## src/rtl/nco_pkg.sv

```systemverilog
// Shared types and width defaults for the NCO sweep controller.
// ST_DOWN exists only when NCO_SWEEP_BIDIR_EN is defined.
package nco_pkg;

  localparam int NCO_FTW_W   = 32;
  localparam int NCO_DWELL_W = 16;

  typedef enum logic [2:0] {
    ST_IDLE  = 3'd0,
    ST_SWEEP = 3'd1,
    ST_LAST  = 3'd2,
`ifdef NCO_SWEEP_BIDIR_EN
    ST_DONE  = 3'd3,
    ST_DOWN  = 3'd4
`else
    ST_DONE  = 3'd3
`endif
  } nco_state_t;

endpackage

```

## src/rtl/nco_dwell_cnt.sv

```systemverilog
// Dwell down-counter: load sets the count, expired flags zero (same-cycle, combinational).
// Latency: load visible next cycle; no backpressure.
module nco_dwell_cnt #(
  parameter int W = 16
) (
  input  logic         clk,
  input  logic         rst_n,
  input  logic         load,
  input  logic [W-1:0] load_val,
  output logic         expired
);

  logic [W-1:0] cnt;

  always_ff @(posedge clk or negedge rst_n) begin
    if (!rst_n) begin
      cnt <= '0;
    end else if (load) begin
      cnt <= load_val;
    end else if (cnt != '0) begin
      cnt <= cnt - 1'b1;
    end
  end

  assign expired = (cnt == '0);

endmodule

```

## src/rtl/nco_sweep_ctrl.sv

```systemverilog
// Linear FTW sweep controller for an NCO; first word 1 cycle after start, no backpressure.
// NCO_SWEEP_BIDIR_EN adds a downward leg (ST_DOWN) back to the start word after the stop word.
module nco_sweep_ctrl
  import nco_pkg::*;
#(
  parameter int FTW_W   = NCO_FTW_W,
  parameter int DWELL_W = NCO_DWELL_W
) (
  input  logic               clk_top,
  input  logic               rst_top,
  input  logic               start,
  input  logic               abort,
  input  logic [FTW_W-1:0]   cfg_start_ftw,
  input  logic [FTW_W-1:0]   cfg_step_ftw,
  input  logic [FTW_W-1:0]   cfg_stop_ftw,
  input  logic [DWELL_W-1:0] cfg_dwell,
  input  logic               cfg_loop,
  output logic [FTW_W-1:0]   nco_ftw,
  output logic               nco_enable,
  output logic               busy,
  output logic               step_strobe,
  output logic               done
);

  nco_state_t         state;
  logic [FTW_W-1:0]   start_q;
  logic [FTW_W-1:0]   step_q;
  logic [FTW_W-1:0]   stop_q;
  logic [DWELL_W-1:0] dwell_q;
  logic               loop_q;

  logic               expired;
  logic               cnt_load;
  logic [DWELL_W-1:0] cnt_val;
  logic [DWELL_W-1:0] dw_in_m1;
  logic [DWELL_W-1:0] dw_q_m1;
  logic               run_st;
  logic               fin;
  logic               single_in;
  logic               single_q;
  logic [FTW_W:0]     up_sum;
  logic               up_hit;

  // A dwell of 0 behaves as 1, so the reload value saturates at zero.
  assign dw_in_m1 = (cfg_dwell == '0) ? '0 : cfg_dwell - 1'b1;
  assign dw_q_m1  = (dwell_q == '0) ? '0 : dwell_q - 1'b1;

  assign single_in = (cfg_stop_ftw <= cfg_start_ftw) || (cfg_step_ftw == '0);
  assign single_q  = (stop_q <= start_q) || (step_q == '0);

  assign up_sum = {1'b0, nco_ftw} + {1'b0, step_q};
  assign up_hit = up_sum[FTW_W] || (up_sum[FTW_W-1:0] >= stop_q);

`ifdef NCO_SWEEP_BIDIR_EN
  logic           down_fin;
  logic [FTW_W:0] dn_dif;
  logic           dn_hit;

  assign dn_dif = {1'b0, nco_ftw} - {1'b0, step_q};
  assign dn_hit = dn_dif[FTW_W] || (dn_dif[FTW_W-1:0] <= start_q);
  assign run_st = (state == ST_SWEEP) || (state == ST_LAST) || (state == ST_DOWN);
  assign fin    = expired && (state == ST_DOWN) && down_fin;
`else
  assign run_st = (state == ST_SWEEP) || (state == ST_LAST);
  assign fin    = expired && (state == ST_LAST);
`endif

  // Reload on every word change, including the looped restart.
  assign cnt_load = !abort &&
                    (((state == ST_IDLE) && start) ||
                     (run_st && expired && !(fin && !loop_q)));
  assign cnt_val  = (state == ST_IDLE) ? dw_in_m1 : dw_q_m1;

  nco_dwell_cnt #(
    .W(DWELL_W)
  ) u_dwell (
    .clk      (clk_top),
    .rst_n    (rst_top),
    .load     (cnt_load),
    .load_val (cnt_val),
    .expired  (expired)
  );

  always_ff @(posedge clk_top or negedge rst_top) begin
    if (!rst_top) begin
      state       <= ST_IDLE;
      nco_ftw     <= '0;
      nco_enable  <= 1'b0;
      busy        <= 1'b0;
      step_strobe <= 1'b0;
      done        <= 1'b0;
      start_q     <= '0;
      step_q      <= '0;
      stop_q      <= '0;
      dwell_q     <= '0;
      loop_q      <= 1'b0;
`ifdef NCO_SWEEP_BIDIR_EN
      down_fin    <= 1'b0;
`endif
    end else begin
      step_strobe <= 1'b0;
      done        <= 1'b0;
      if (abort) begin
        state      <= ST_IDLE;
        nco_enable <= 1'b0;
        busy       <= 1'b0;
      end else if (fin) begin
        done <= 1'b1;
        if (loop_q) begin
          // Restart overlaps the done pulse: no idle gap between sweeps.
          nco_ftw     <= start_q;
          step_strobe <= 1'b1;
          state       <= single_q ? ST_LAST : ST_SWEEP;
`ifdef NCO_SWEEP_BIDIR_EN
          down_fin    <= 1'b0;
`endif
        end else begin
          state      <= ST_DONE;
          nco_enable <= 1'b0;
          busy       <= 1'b0;
        end
      end else begin
        case (state)
          ST_IDLE: begin
            if (start) begin
              start_q     <= cfg_start_ftw;
              step_q      <= cfg_step_ftw;
              stop_q      <= cfg_stop_ftw;
              dwell_q     <= cfg_dwell;
              loop_q      <= cfg_loop;
              nco_ftw     <= cfg_start_ftw;
              nco_enable  <= 1'b1;
              busy        <= 1'b1;
              step_strobe <= 1'b1;
              state       <= single_in ? ST_LAST : ST_SWEEP;
            end
          end
          ST_SWEEP: begin
            if (expired) begin
              step_strobe <= 1'b1;
              if (up_hit) begin
                nco_ftw <= stop_q;
                state   <= ST_LAST;
              end else begin
                nco_ftw <= up_sum[FTW_W-1:0];
              end
            end
          end
`ifdef NCO_SWEEP_BIDIR_EN
          ST_LAST: begin
            if (expired) begin
              step_strobe <= 1'b1;
              state       <= ST_DOWN;
              down_fin    <= dn_hit;
              nco_ftw     <= dn_hit ? start_q : dn_dif[FTW_W-1:0];
            end
          end
          ST_DOWN: begin
            if (expired) begin
              step_strobe <= 1'b1;
              down_fin    <= dn_hit;
              nco_ftw     <= dn_hit ? start_q : dn_dif[FTW_W-1:0];
            end
          end
`else
          ST_LAST: begin
          end
`endif
          ST_DONE: state <= ST_IDLE;
          default: begin
            state      <= ST_IDLE;
            nco_enable <= 1'b0;
            busy       <= 1'b0;
          end
        endcase
      end
    end
  end

endmodule
```

## config.mk

```make
export PLATFORM = sky130hd
export DESIGN_NAME = nco_sweep_ctrl
export DESIGN_NICKNAME = d
export VERILOG_FILES = /design/src/rtl/nco_pkg.sv /design/src/rtl/nco_dwell_cnt.sv /design/src/rtl/nco_sweep_ctrl.sv
export SDC_FILE = /design/constraint.sdc
export NUM_CORES = 1
export LEC_CHECK = 0
export ABC_CLOCK_PERIOD_IN_PS = 4670
export CAP_MARGIN = 20
export CORE_AREA = 4 4 159 161
export DETAILED_ROUTE_END_ITERATION = 8
export DIE_AREA = 0 0 163 165
export PLACE_DENSITY = 0.78
export SYNTH_ARGS = -nofsm -noshare
export SYNTH_HDL_FRONTEND = slang
export SYNTH_HIERARCHICAL = 1
export SYNTH_SLANG_ARGS = --single-unit
```

## constraint.sdc

```tcl
create_clock -name clk_top -period 4.67 [get_ports clk_top]
set_input_delay 0.7005 -clock clk_top [delete_from_list [all_inputs] [get_ports clk_top]]
set_output_delay 0.7005 -clock clk_top [all_outputs]
set_load 0.03 [all_outputs]
```

==> results.md <==
* Worst EP arrival at approximately 5200 ps
* Most used routing layer in global routing: met2
* Initial antenna violation count at 1
* Die height at 165 um
* Clk Latency, worst-skew pair at 450 ps
* Startpoint-to-endpoint class of the critical path: reg -> reg
* Detailed Place HPWL at 29.2 mm
* Share of the clock period used by the worst path after layout at 105%
* Minimum clock period at 4890 ps
* IO Count at 153
* Final antenna diode count at 0
* Number of port buffers at 152
* Ys async rst share at 100%
* Flop2flop setup slack at -220 ps
* Fraction of final layout cells sized beyond drive strength 1 at 20.8%
* Register area share after synthesis at 33.9%
* Global placement routability congestion at 0.941
* Final hold violation count at 0
* Worst Max-Slew Pin Slew at around 1200 ps
* Prevailing post-synth register cell: sky130_fd_sc_hd__dfrtp_1
* Result of the run: finished with violations
* Cts bufs inserted at 17
* Detailed-routing iteration count for the pre-antenna-repair pass at 6
* Die Wd at 163 um
* Detail-routed net length per standard cell at about 20 um
* Core Box Area at 24000 um2
* Mapped Cells at 1375
* Setup repair after global routing missed its margin: yes
* Residual DRC count at 0
* Clock tree from TritonCTS: yes
* Number of flops mapped to enable cells by yosys at 0
* Worst Setup Slack, final at -215 ps
* Distinct cells, synth at 74
* Setup clock skew after layout at 11.5 ps
* Pins Over Slew Limit at 0
* Iteration-0 DRC Markers at 934
* Number of global-route vias before repair at 11400
* Synthesis-to-layout area growth at 33.2%
* Initial Utilization at 51.1%
* Synthesis warning total at 6
* Worst Path Required at 5000 ps
* Min Hold Slack at around 350 ps
* CTS Root Cell: sky130_fd_sc_hd__clkbuf_16
* Crit Path Max Fanout at 5
* Met3 Use GR at under 10%
* Antenna-violating nets left at 0
* Met2 usage at 45.8%
* Final WL at approximately 40 mm
* Violations in the final reports: setup timing
* Count of final setup violators at 29
* Maximum operating frequency at 0.205 GHz
* Depth of the CTS H-tree at 4
* Pin count of the biggest net entering global routing at between 90 and 100
* Vias per cell at a little under 6
* Final global-route overflow total at 0
* Startpoint type of the worst setup path: register
* GRT Total Usage at 28.5%
* Flop and latch count out of synthesis at 166
* CTS clk-pin slew, worst paths at roughly 70 ps
* Total via count after detailed routing at 11700
* Global-route wire length before repair at 60.6 mm
* Crit path capture type: register
* Largest buffer count on any clock path at 2
* Most common library cell in the layout ignoring fill and taps: sky130_fd_sc_hd__dfrtp_1
* Commonest non-fill, non-tap cells in the layout: 160 x sky130_fd_sc_hd__dfrtp_1, 151 x sky130_fd_sc_hd__clkdlybuf4s50_1, 134 x sky130_fd_sc_hd__ha_1
* Maximum Capacitance Violations at 0
* Nets in the synthesized netlist at roughly 1600
* Total clock sinks at ~170
* Syn avg cell area at 8.90 um2
* Area of the die at roughly 27000 um2
* # nets final at 1892
* Relative slew margins at 20.3%
* Post-Synthesis Cell Area at 12200 um2
* Total number of placement rows at 57
* Min-Delay Path Class: in -> async
* Global routing usage on met1 at 39.5%
==> logic make-up after synthesis <==
| family | after synthesis | synth area share (%) |
|---|---|---|
| muxes | 67 | 6.14 |
| AOI/OAI and AO/OA | 389 | 20.4 |
| DFF | 166 | 33.9 |
| adders and majority gates | 137 | 14.1 |
| xor gates and xnor gates | 57 | 4.08 |
| buffers and inverters | 177 | 5.61 |
| and+or+nand+nor | 382 | 15.7 |
==> stage by stage <==
step	setup TNS [ps]	cell area, um2	setup slack [ps]	util (%)	std cells
after floorplan	-20.6	12400	-5.17	-	1375
after global placement	-5060	15200	-258	63.3	1926
after detailed placement	-6110	15200	-319	63.3	1926
after CTS	-3100	16000	-195	66.8	1968
after global routing	-10090	16300	-426	68.0	1975
final	-2770	16300	-215	68.0	1975
==> worst paths after layout <==
| check | start | to | cells after the start |
|---|---|---|---|
| worst max-delay path | nco_ftw[0] | nco_ftw[8] | 22 |
| worst min-delay path | rst_top | dwell_q[2] | 1 |
| worst max register to register | nco_ftw[0] | nco_ftw[8] | 22 |
| worst min register to register | dwell_q[6] | dwell_q[6] | 1 |
| max in group asynchronous | rst_top | step_q[12] | 2 |
| min in group clk_top | dwell_q[6] | dwell_q[6] | 1 |
==> layout make-up <==
cell class,count,area [um2]
clock buffers,21,460
clock inverters,11,173
fillers,1906,7660
inverters,121,459
multi-input cells,1032,7880
flip-flops and latches,166,4160
well taps,324,405
repair buffers,300,2760
==> repair_timing <==
| item | CTS | global route |
|---|---|---|
| resized for setup | 28 | 57 |
| cloned | 1 | 1 |
| pin swaps | 33 | 39 |
| hold buffers | 0 | 0 |
| endpoints found under the setup margin | 33 | 34 |
| buffers inserted | 11 | 8 |
==> critical path, cell delays in order (launching register included) <==
cell and delay, ps:
sky130_fd_sc_hd__dfrtp_2 440, sky130_fd_sc_hd__ha_4 190, sky130_fd_sc_hd__fa_2 340, sky130_fd_sc_hd__a21o_1 210, sky130_fd_sc_hd__a221oi_4 390, sky130_fd_sc_hd__a21oi_4 120
sky130_fd_sc_hd__nor3_4 230, sky130_fd_sc_hd__o31a_1 210, sky130_fd_sc_hd__o21ai_2 100, sky130_fd_sc_hd__a21oi_2 160, sky130_fd_sc_hd__xnor2_2 140, sky130_fd_sc_hd__ha_1 260
sky130_fd_sc_hd__nand4_1 140, sky130_fd_sc_hd__nor3_2 50, sky130_fd_sc_hd__a22oi_1 130, sky130_fd_sc_hd__o21ai_1 100, sky130_fd_sc_hd__or3_4 350, sky130_fd_sc_hd__a211oi_4 260
sky130_fd_sc_hd__buf_4 180, sky130_fd_sc_hd__buf_8 120, sky130_fd_sc_hd__mux2_4 300, sky130_fd_sc_hd__a221oi_2 240, sky130_fd_sc_hd__a21oi_1 100
==> flip-flops by register name, summed over array words and instances, names as in the netlist <==
| signal | count |
|---|---|
| nco_ftw | 32 |
| start_q | 32 |
| step_q | 32 |
| stop_q | 32 |
| dwell_q | 16 |
| u_dwell/cnt | 16 |
| state | 2 |
| busy | 1 |
| done | 1 |
| loop_q | 1 |
| step_strobe | 1 |
==> routing by layer <==
layer	wire [um]	vias up
met5	0	-
met4	966	0
met3	2580	60
met2	18000	420
met1	17300	5650
li1	-	5527
==> synth_stat cells, drive strengths merged (6+ instances only) <==
| master | number | share of area [%] |
|---|---|---|
| ha | 136 | 14 |
| nor3 | 43 | 1.9 |
| nand2b | 14 | 0.72 |
| a211oi | 13 | 0.90 |
| a21o | 50 | 3.1 |
| xor2 | 16 | 1.1 |
| or3 | 9 | 0.46 |
| xnor2 | 41 | 2.9 |
| nand3 | 13 | 0.57 |
| nor4 | 27 | 1.6 |
| a21oi | 91 | 3.8 |
| buf | 10 | 0.49 |
| inv | 121 | 3.7 |
| nor2 | 79 | 2.4 |
| dfrtp | 166 | 34 |
| nor2b | 11 | 0.56 |
| o311ai | 10 | 0.72 |
| a31oi | 7 | 0.36 |
| clkbuf | 46 | 1.4 |
| o22ai | 19 | 0.97 |
| nand2 | 120 | 3.7 |
| o31ai | 7 | 0.47 |
| mux2 | 65 | 6.0 |
| nand4 | 31 | 1.6 |
| a221oi | 20 | 1.6 |
| o21ai | 119 | 4.9 |
| o211a | 6 | 0.49 |
| o21a | 7 | 0.43 |
Power is left out: the tool's default activity adds up to more than one toggle a clock period on the data nets, which glitch-free logic cannot reach.
